### src/rtl/dmem_io_pkg.sv
// Shared constants for the data-memory / memory-mapped I/O unit:
// I/O register word offsets, STAT bit positions and the address-region type.
package dmem_io_pkg;

  localparam logic [1:0] IO_OUT  = 2'd0;
  localparam logic [1:0] IO_IN   = 2'd1;
  localparam logic [1:0] IO_CNT  = 2'd2;
  localparam logic [1:0] IO_STAT = 2'd3;

  localparam int STAT_CHG = 0;
  localparam int STAT_ERR = 1;

  typedef enum logic [1:0] {
    REGION_RAM,
    REGION_IO,
    REGION_NONE
  } region_e;

endpackage

### src/rtl/io_sync2.sv
// Two-flop synchronizer that brings an asynchronous bus into the clock domain;
// both stages clear on the synchronous reset.
module io_sync2 #(
  parameter int WIDTH = 16
) (
  input  logic             clock,
  input  logic             reset,
  input  logic [WIDTH-1:0] d,
  output logic [WIDTH-1:0] q
);

  logic [WIDTH-1:0] meta_q;
  logic [WIDTH-1:0] sync_q;

  always_ff @(posedge clock) begin
    if (reset) begin
      meta_q <= '0;
      sync_q <= '0;
    end else begin
      meta_q <= d;
      sync_q <= meta_q;
    end
  end

  assign q = sync_q;

endmodule

### src/rtl/dmem_io_unit.sv
// Data-side memory: word RAM plus a 4-register I/O window (OUT, IN, CNT, STAT).
// The CNT cycle counter is only built when DMEMIO_CYCLE_COUNTER_EN is defined.
module dmem_io_unit #(
  parameter int          DEPTH   = 128,
  parameter logic [15:0] IO_BASE = 16'hFFF0
) (
  input  logic        clock,
  input  logic        reset,
  input  logic [15:0] dmemaddr,
  input  logic [15:0] dmemwdata,
  input  logic        dmemwrite,
  input  logic        dmemread,
  output logic [15:0] dmemrdata,
  input  logic [15:0] gpio_in,
  output logic [15:0] gpio_out,
  output logic        bus_err
);
  import dmem_io_pkg::*;

  localparam int AW = (DEPTH > 1) ? $clog2(DEPTH) : 1;

  logic [15:0]   ram_q [DEPTH];
  logic [14:0]   word_idx;
  logic [AW-1:0] ram_idx;
  logic [1:0]    io_sel;
  logic          addr_lsb_unused;
  region_e       region;
  logic          io_wr;
  logic          ram_we;

  logic [15:0] gpio_sync;
  logic [15:0] sync_prev_q;
  logic [15:0] gpio_out_q, gpio_out_d;
  logic        chg_q, chg_d;
  logic        err_q, err_d;
  logic [15:0] cnt_val;

  assign word_idx        = dmemaddr[15:1];
  assign ram_idx         = word_idx[AW-1:0];
  assign io_sel          = dmemaddr[2:1];
  assign addr_lsb_unused = dmemaddr[0];

  // RAM takes priority; the I/O window is the 8-byte block containing IO_BASE.
  always_comb begin
    region = REGION_NONE;
    if ({17'd0, word_idx} < 32'(DEPTH)) begin
      region = REGION_RAM;
    end else if (dmemaddr[15:3] == IO_BASE[15:3]) begin
      region = REGION_IO;
    end
  end

  io_sync2 #(.WIDTH(16)) u_gpio_sync (
    .clock (clock),
    .reset (reset),
    .d     (gpio_in),
    .q     (gpio_sync)
  );

  always_comb begin
    dmemrdata = '0;
    unique case (region)
      REGION_RAM: dmemrdata = ram_q[ram_idx];
      REGION_IO: begin
        unique case (io_sel)
          IO_OUT:  dmemrdata = gpio_out_q;
          IO_IN:   dmemrdata = gpio_sync;
          IO_CNT:  dmemrdata = cnt_val;
          IO_STAT: begin
            dmemrdata[STAT_CHG] = chg_q;
            dmemrdata[STAT_ERR] = err_q;
          end
        endcase
      end
      default: ;
    endcase
  end

  assign io_wr  = dmemwrite && (region == REGION_IO);
  assign ram_we = dmemwrite && (region == REGION_RAM) && !reset;

  // A new synchronized edge outranks a same-cycle STAT read clear.
  always_comb begin
    gpio_out_d = gpio_out_q;
    if (io_wr && io_sel == IO_OUT) gpio_out_d = dmemwdata;

    chg_d = chg_q;
    if (dmemread && region == REGION_IO && io_sel == IO_STAT) chg_d = 1'b0;
    if (gpio_sync != sync_prev_q) chg_d = 1'b1;

    err_d = err_q;
    if (io_wr && io_sel == IO_STAT && dmemwdata[STAT_ERR]) err_d = 1'b0;
    if (region == REGION_NONE && (dmemread || dmemwrite)) err_d = 1'b1;
  end

  always_ff @(posedge clock) begin
    if (reset) begin
      gpio_out_q  <= '0;
      sync_prev_q <= '0;
      chg_q       <= 1'b0;
      err_q       <= 1'b0;
    end else begin
      gpio_out_q  <= gpio_out_d;
      sync_prev_q <= gpio_sync;
      chg_q       <= chg_d;
      err_q       <= err_d;
    end
  end

  // RAM contents survive reset; only the write itself is blocked.
  always_ff @(posedge clock) begin
    if (ram_we) ram_q[ram_idx] <= dmemwdata;
  end

`ifdef DMEMIO_CYCLE_COUNTER_EN
  logic [15:0] cnt_q, cnt_d;

  always_comb begin
    cnt_d = cnt_q + 16'd1;
    if (io_wr && io_sel == IO_CNT) cnt_d = '0;
  end

  always_ff @(posedge clock) begin
    if (reset) cnt_q <= '0;
    else       cnt_q <= cnt_d;
  end

  assign cnt_val = cnt_q;
`else
  assign cnt_val = '0;
`endif

  assign gpio_out = gpio_out_q;
  assign bus_err  = err_q;

endmodule

### config.mk
export PLATFORM = sky130hd
export DESIGN_NAME = dmem_io_unit
export DESIGN_NICKNAME = d
export VERILOG_FILES = /design/src/rtl/dmem_io_pkg.sv /design/src/rtl/io_sync2.sv /design/src/rtl/dmem_io_unit.sv
export SDC_FILE = /design/constraint.sdc
export NUM_CORES = 2
export LEC_CHECK = 0
export CAP_MARGIN = 20
export CORE_MARGIN = 1
export CORE_UTILIZATION = 67
export DETAILED_ROUTE_END_ITERATION = 12
export GPL_ROUTABILITY_DRIVEN = 0
export GPL_TIMING_DRIVEN = 0
export HOLD_SLACK_MARGIN = 0.15
export PLACE_DENSITY = 0.9
export SLEW_MARGIN = 0
export SYNTH_ARGS = -nofsm -noshare
export SYNTH_HDL_FRONTEND = slang
export SYNTH_SLANG_ARGS = --single-unit
### constraint.sdc
create_clock -name clock -period 5.52 [get_ports clock]
set_input_delay 1.104 -clock clock [delete_from_list [all_inputs] [get_ports clock]]
set_output_delay 1.104 -clock clock [all_outputs]
set_load 0.02 [all_outputs]
==> summary by stage, run 1 <==
Outcome
The flow did not finish. It got as far as global routing (5_1_grt) and failed there. The tool reported: "[ERROR GRT-0116] Global routing finished with congestion. Check the congestion regions in the DRC Viewer".

Global route
The overall overflow remaining after global route is about 1.7k. The global-route wire length before repair is 740300 um. The via count of the first global-routing pass came to between 70k and 80k. The total routing usage reported by global routing is 0.8882. Entering global routing, the biggest net connects 109 pins.

Floorplan
The die span in x is 352.1 um. The count of boundary I/O pins is 85. For this configuration, the core starts out at a cell density of 0.6749. The number of rows in the core area is around 130. The vertical die dimension is between 300 and 400 um.

Logic synthesis
After synthesis, the cell types taking the most area are sky130_fd_sc_hd__edfxtp_1 (75%), sky130_fd_sc_hd__mux4_2 (7.0%), sky130_fd_sc_hd__mux2i_1 (3.4%), sky130_fd_sc_hd__o2bb2ai_1 (2.6%), sky130_fd_sc_hd__o22ai_1 (1.8%). The flip-flop cell with the highest count after synthesis is sky130_fd_sc_hd__edfxtp_1. Yosys mapped a number of flops with a built-in enable equal to 2048. Of the synthesized area, sequential elements account for 0.7648. The count of synthesis-stage warnings from yosys is 0. In this run the mean area of a mapped cell was about 19 sq um.

The cell count after synthesis came out at 4405. The count of different cell masters after synthesis is 58. The summed instance area of the synthesized netlist is approximately 0.082 sq mm.

After synthesis, the share of flip-flops with an asynchronous set or reset is 0. The number of nets in the synthesized netlist is 4457. The biggest area consumer among synthesized cells is sky130_fd_sc_hd__edfxtp_1.

After synthesis the netlist holds a flip-flop and latch count of around 2.1k. The share of Yosys cell area claimed by the top area cell type is 0.7487.

Clock tree
The buffer levels on the longest clock path is 3. The total CTS buffers is 188. After clock tree synthesis, the flow added hold-fix buffers numbering 0.

The number of clock sinks seen by CTS is 2114. The maximum level of the CTS H-tree is 4. The cell sitting at the root of the clock tree is a sky130_fd_sc_hd__clkbuf_16.

Place
The detailed placer's ending HPWL is roughly 220000 um. Buffers placed on the I/O ports in this run total 80. The worst slack at placement is -2.182 ns.
## through the flow
stage | instance area (sq um) | cells | setup TNS, ns
floorplan | 82140 | 4405 | 0
global placement | 84980 | 6110 | -1402.05
detailed placement | 88490 | 6290 | -65.68
CTS | 96810 | 6634 | -0.07590
## kinds of logic after synthesis
family                    Yosys count  share of synthesized area
AOI/OAI and AO/OA                 848                    0.07135
xor gates and xnor gates           16                   0.001706
buffers and inverters             315                    0.01892
DFF                              2114                     0.7648
muxes                             544                     0.1056
and+or+nand+nor                   568                    0.03767
## synthesized netlist by cell type (all sizes together), types with 2 or more instances
cell type / n
nand2b: 5
mux2i: 278
and2: 4
o2bb2ai: 241
and4b: 3
nand3: 160
nor2b: 54
buf: 177
o22ai: 234
o22a: 20
mux2: 10
or3b: 3
nand4: 4
and4bb: 3
or2: 2
xor2: 16
nor4: 22
o41ai: 5
a222oi: 6
mux4: 256
a22oi: 4
nand2: 32
edfxtp: 2048
o21ai: 14
nor4b: 5
a41oi: 52
a41o: 3
clkbuf: 136
nor2: 168
dfxtp: 66
a2bb2oi: 6
o41a: 3
a21oi: 251
and3b: 10
a31o: 6
nand3b: 88
## metal layers
layer / global-route usage / overflow
met5: 0.7927 / 20
met1: 0.8545 / 219
met2: 0.9618 / 690
met3: 0.8682 / 244
met4: 0.8573 / 504
## repair_timing
action	4_1_cts
cloned	0
resized for setup	564
endpoints found under the setup margin	16
buffers inserted	8
pin swaps	49
==> run 2: changes to the inputs <==
--- a/config.mk
+++ b/config.mk
@@ -7,12 +7,11 @@
 export LEC_CHECK = 0
 export CAP_MARGIN = 20
 export CORE_MARGIN = 1
-export CORE_UTILIZATION = 67
+export CORE_UTILIZATION = 40
 export DETAILED_ROUTE_END_ITERATION = 12
 export GPL_ROUTABILITY_DRIVEN = 0
 export GPL_TIMING_DRIVEN = 0
-export HOLD_SLACK_MARGIN = 0.15
-export PLACE_DENSITY = 0.9
+export PLACE_DENSITY_LB_ADDON = 0.15
 export SLEW_MARGIN = 0
 export SYNTH_ARGS = -nofsm -noshare
 export SYNTH_HDL_FRONTEND = slang
==> run 2 against run 1 <==
The flow now finishes, with violations (negative setup slack). Synthesized cell count unchanged. Area after synthesis unchanged.
==> summary by stage, run 2 <==
Global route
Across every metal layer, demand over resource in global routing totals 0.3416. Entering global routing, the biggest net connects 109 pins. The initial antenna violation count is 36.

Summed over all layers, the global routing overflow is 0. The first global-routing pass estimated 461200 um of wire. The via count of the first global-routing pass is 47.83k.

Route
After detailed routing, the number of vias per cell comes to 6.680. The detailed-route DRC error count is 0. The first TritonRoute pass finished after 7 iterations. The per-cell routed wire length is 45.99 um. The number of DRC markers after the initial detailed-route iteration is approximately 10k. The overall routed net length is 356900 um. The remaining antenna violation count after routing is 0. The detailed router placed 51.85k vias in this run.

Clock tree
The root buffer cell is sky130_fd_sc_hd__clkbuf_16. Clock-pin slew was measured on the worst setup and hold paths at 0.06 ns. The buffer levels on the longest clock path is 3.

The number of clock buffers added by TritonCTS is 215. TritonCTS built the clock tree. The maximum level of the CTS H-tree is 4.

The tree built by TritonCTS fans out to 2114 sinks. The later pin in the worst-skew pair is clocked with a latency of 0.88 ns.

Logic synthesis
The fraction of registers with async set or reset after synthesis is 0. The area fraction in compound gates after synthesis is 0.07135. The synthesized design contains 2114 register bits. The number of flops mapped to enable cells by yosys is 2048. Sorting the synthesized cells by area gives the leading types as sky130_fd_sc_hd__edfxtp_1 (75%), sky130_fd_sc_hd__mux4_2 (7.0%), sky130_fd_sc_hd__mux2i_1 (3.4%), sky130_fd_sc_hd__o2bb2ai_1 (2.6%), sky130_fd_sc_hd__o22ai_1 (1.8%). The netlist uses 58 different library cells. The flip-flop cell with the highest count after synthesis is sky130_fd_sc_hd__edfxtp_1.

Of the total synthesized cell area, the portion taken by full adders, half adders and majority gates is 0. The post-synthesis cell count is 4405. The number of nets handed over by synthesis was around 4.5k. The biggest area consumer among synthesized cells is sky130_fd_sc_hd__edfxtp_1. The dominant combinational cell family by area after synthesis is multiplexers. The summed instance area of the synthesized netlist is 0.08214 sq mm. Of the total synthesized cell area, the portion taken by XOR and XNOR cells is 0.001706. The portion of synthesized area spent on multiplexers is 0.1056.

The most used standard cell by instance count after synthesis is sky130_fd_sc_hd__edfxtp_1. The share of Yosys cell area claimed by the top area cell type is 0.7487. For this run, the register share of the synthesized area comes to 0.7648. Of the total synthesized cell area, the portion taken by AND, OR, NAND and NOR gates is 0.03767.

The commonest cells after synthesis are sky130_fd_sc_hd__edfxtp_1 (2048), sky130_fd_sc_hd__mux2i_1 (278), sky130_fd_sc_hd__mux4_2 (256), sky130_fd_sc_hd__a21oi_1 (251), sky130_fd_sc_hd__o2bb2ai_1 (241). Averaged over all synthesized cells, the footprint is 18.65 sq um. For this run, the number of Yosys warnings is 0.

Timing
The setup TNS is -1.385 ns. Based on the critical path, the design can be clocked at up to approximately 180 MHz. Setup repair after global routing could not meet its margin everywhere. Subtracting the final worst setup slack from the clock period gives ~5.7 ns.

The remaining max-slew budget at the tightest pin is 0.1518. Hold timing on the final database bottoms out at a slack of 0.4355 ns. The slew at the pin with the worst max-slew slack is 1.272 ns. After layout, the worst setup slack is -0.1834 ns.

The number of failing hold endpoints at the final stage came to 0. The post-route fraction of the period consumed by the critical path is 1.033. The final number of max-transition violations is 0. The final setup skew is a little over 0.009 ns. The total setup violations reported at the end of the flow is 13.

Final layout
The register with the most flip-flops in the layout has approximately 2k of them. More flip-flops sit in one register than any other, and that register is ram_q. In the final design database the tool counted 4952 nets. The area growth from synthesis to layout is 22.40%. Fill cells in the final layout number ~17k. Of the cells placed in the final design, the portion with a size suffix greater than 1 is 0.2790.

After routing the design area is 0.1005 sq mm. Leaving out fill and tap cells, the most frequent cell in the layout is sky130_fd_sc_hd__edfxtp_1. In the layout the commonest cells are sky130_fd_sc_hd__edfxtp_1 (2048), sky130_fd_sc_hd__mux2i_1 (278), sky130_fd_sc_hd__mux4_2 (256). The multi-input gate area in the final layout is between 0.02 and 0.025 sq mm. The sequential cell area in the final layout is 0.06282 sq mm.

Floorplan
The region available for standard cell placement spans 0.2031 sq mm. The vertical die dimension is 455.2 um. The count of boundary I/O pins is 85.

The initial utilization of the core area, before any placement, comes to 0.4043. The initialized floorplan defines 165 standard-cell rows. The die span in x is 455.2 um. The die covers 0.2072 sq mm.

Outcome
The run finished, with violations left. The checks that failed: negative setup slack.

Pwr
The analysis attributes to cell leakage a power of 32.18 nW. Across the VDD grid, the largest voltage drop is 0.0003738 V. In this run the power density over the cells is 343.5 mW/mm^2.

Setup path
Data on the critical path arrives at its endpoint at 4.60 ns. The startpoint type of the worst setup path is a primary input. The worst setup path is captured at an output port. Of all nets on the critical path, the largest fanout is 10. The type of the worst setup path is primary input to output port.

Data on the critical path is required at its endpoint by about 4.4 ns.

Min path
The worst hold path class is flip-flop to flip-flop.

Place
Once placement finished, the instance area stood at 0.09039 sq mm. During placement, the flow inserted port buffers numbering 80. The detailed placer's ending HPWL is 240600 um.

Run
The number of maximum-capacitance violations is 0.
run 2: worst paths after layout:
check,startpoint,to,slack (ns),cells after the start
max,dmemaddr[5],dmemrdata[11],-0.18,13
min,u_gpio_sync.meta_q[4]$_SDFF_PP0_,u_gpio_sync.q[4]$_SDFF_PP0_,0.44,1
max reg2reg,u_gpio_sync.q[1]$_SDFF_PP0_,chg_q$_SDFFE_PP0P_,3.81,5
min reg2reg,u_gpio_sync.meta_q[4]$_SDFF_PP0_,u_gpio_sync.q[4]$_SDFF_PP0_,0.44,1
run 2: repair_timing:
item	4_1_cts	5_1_grt
pin swaps	43	24
hold buffers	0	0
endpoints found under the setup margin	16	14
buffers inserted	6	0
resized for setup	697	95
run 2: layer usage:
metal,global-route usage,share of wire,vias to the layer above
li1,-,-,19260
met4,0.2321,0.083,30
met3,0.1486,0.14,1145
met1,0.4191,0.35,26900
met5,0.007583,0.00082,-
met2,0.4856,0.42,4518
run 2: cells by family after synthesis:
family,after synthesis
flops,2114
compound gates,848
simple gates,568
mux,544
buf+inv,315
xor+xnor,16
run 2: through the flow:
step           setup slack (ns)  utilization  power (W)  instances
4_1_cts                0.002218       0.4926    0.03433       7743
6_report                -0.1834       0.4949    0.03454       7761
3_5_place_dp             -2.524       0.4450    0.02023       7356
5_1_grt                -0.05076       0.4947    0.03503       7745
2_1_floorplan             1.381            -    0.01876       4405
3_3_place_gp             -2.937       0.4247    0.02022       7157
run 2: layout make-up:
| type | count | share of cell area |
|---|---|---|
| inverters | 2 | 0.00008711 |
| multi-input cells | 1976 | 0.2020 |
| clock inverters | 119 | 0.009856 |
| plain buffers | 305 | 0.02817 |
| diodes | 20 | 0.0004978 |
| clock buffers | 267 | 0.05609 |
| well taps | 2672 | 0.03325 |
| flip-flops and latches | 2114 | 0.6248 |
| repair buffers | 286 | 0.04527 |
run 2: critical path: stages:
cell	delay, ns
sky130_fd_sc_hd__clkdlybuf4s15_2	0.29
sky130_fd_sc_hd__clkbuf_4	0.25
sky130_fd_sc_hd__buf_4	0.22
sky130_fd_sc_hd__nand3b_1	0.25
sky130_fd_sc_hd__clkbuf_4	0.30
sky130_fd_sc_hd__buf_8	0.19
sky130_fd_sc_hd__o2bb2ai_1	0.14
sky130_fd_sc_hd__o22ai_2	0.34
sky130_fd_sc_hd__a41oi_2	0.30
sky130_fd_sc_hd__nor4_2	0.49
sky130_fd_sc_hd__buf_2	0.28
sky130_fd_sc_hd__o22ai_1	0.10
sky130_fd_sc_hd__dlygate4sd2_1	0.35
run 2: power breakdown:
part	switching, W	internal (W)
clock network	0.00639	0.00778
logic	0.00201	0.000746
registers	0.0000101	0.0176
total	0.00841	0.0261
No activity file was read; power rests on OpenSTA's default activity.
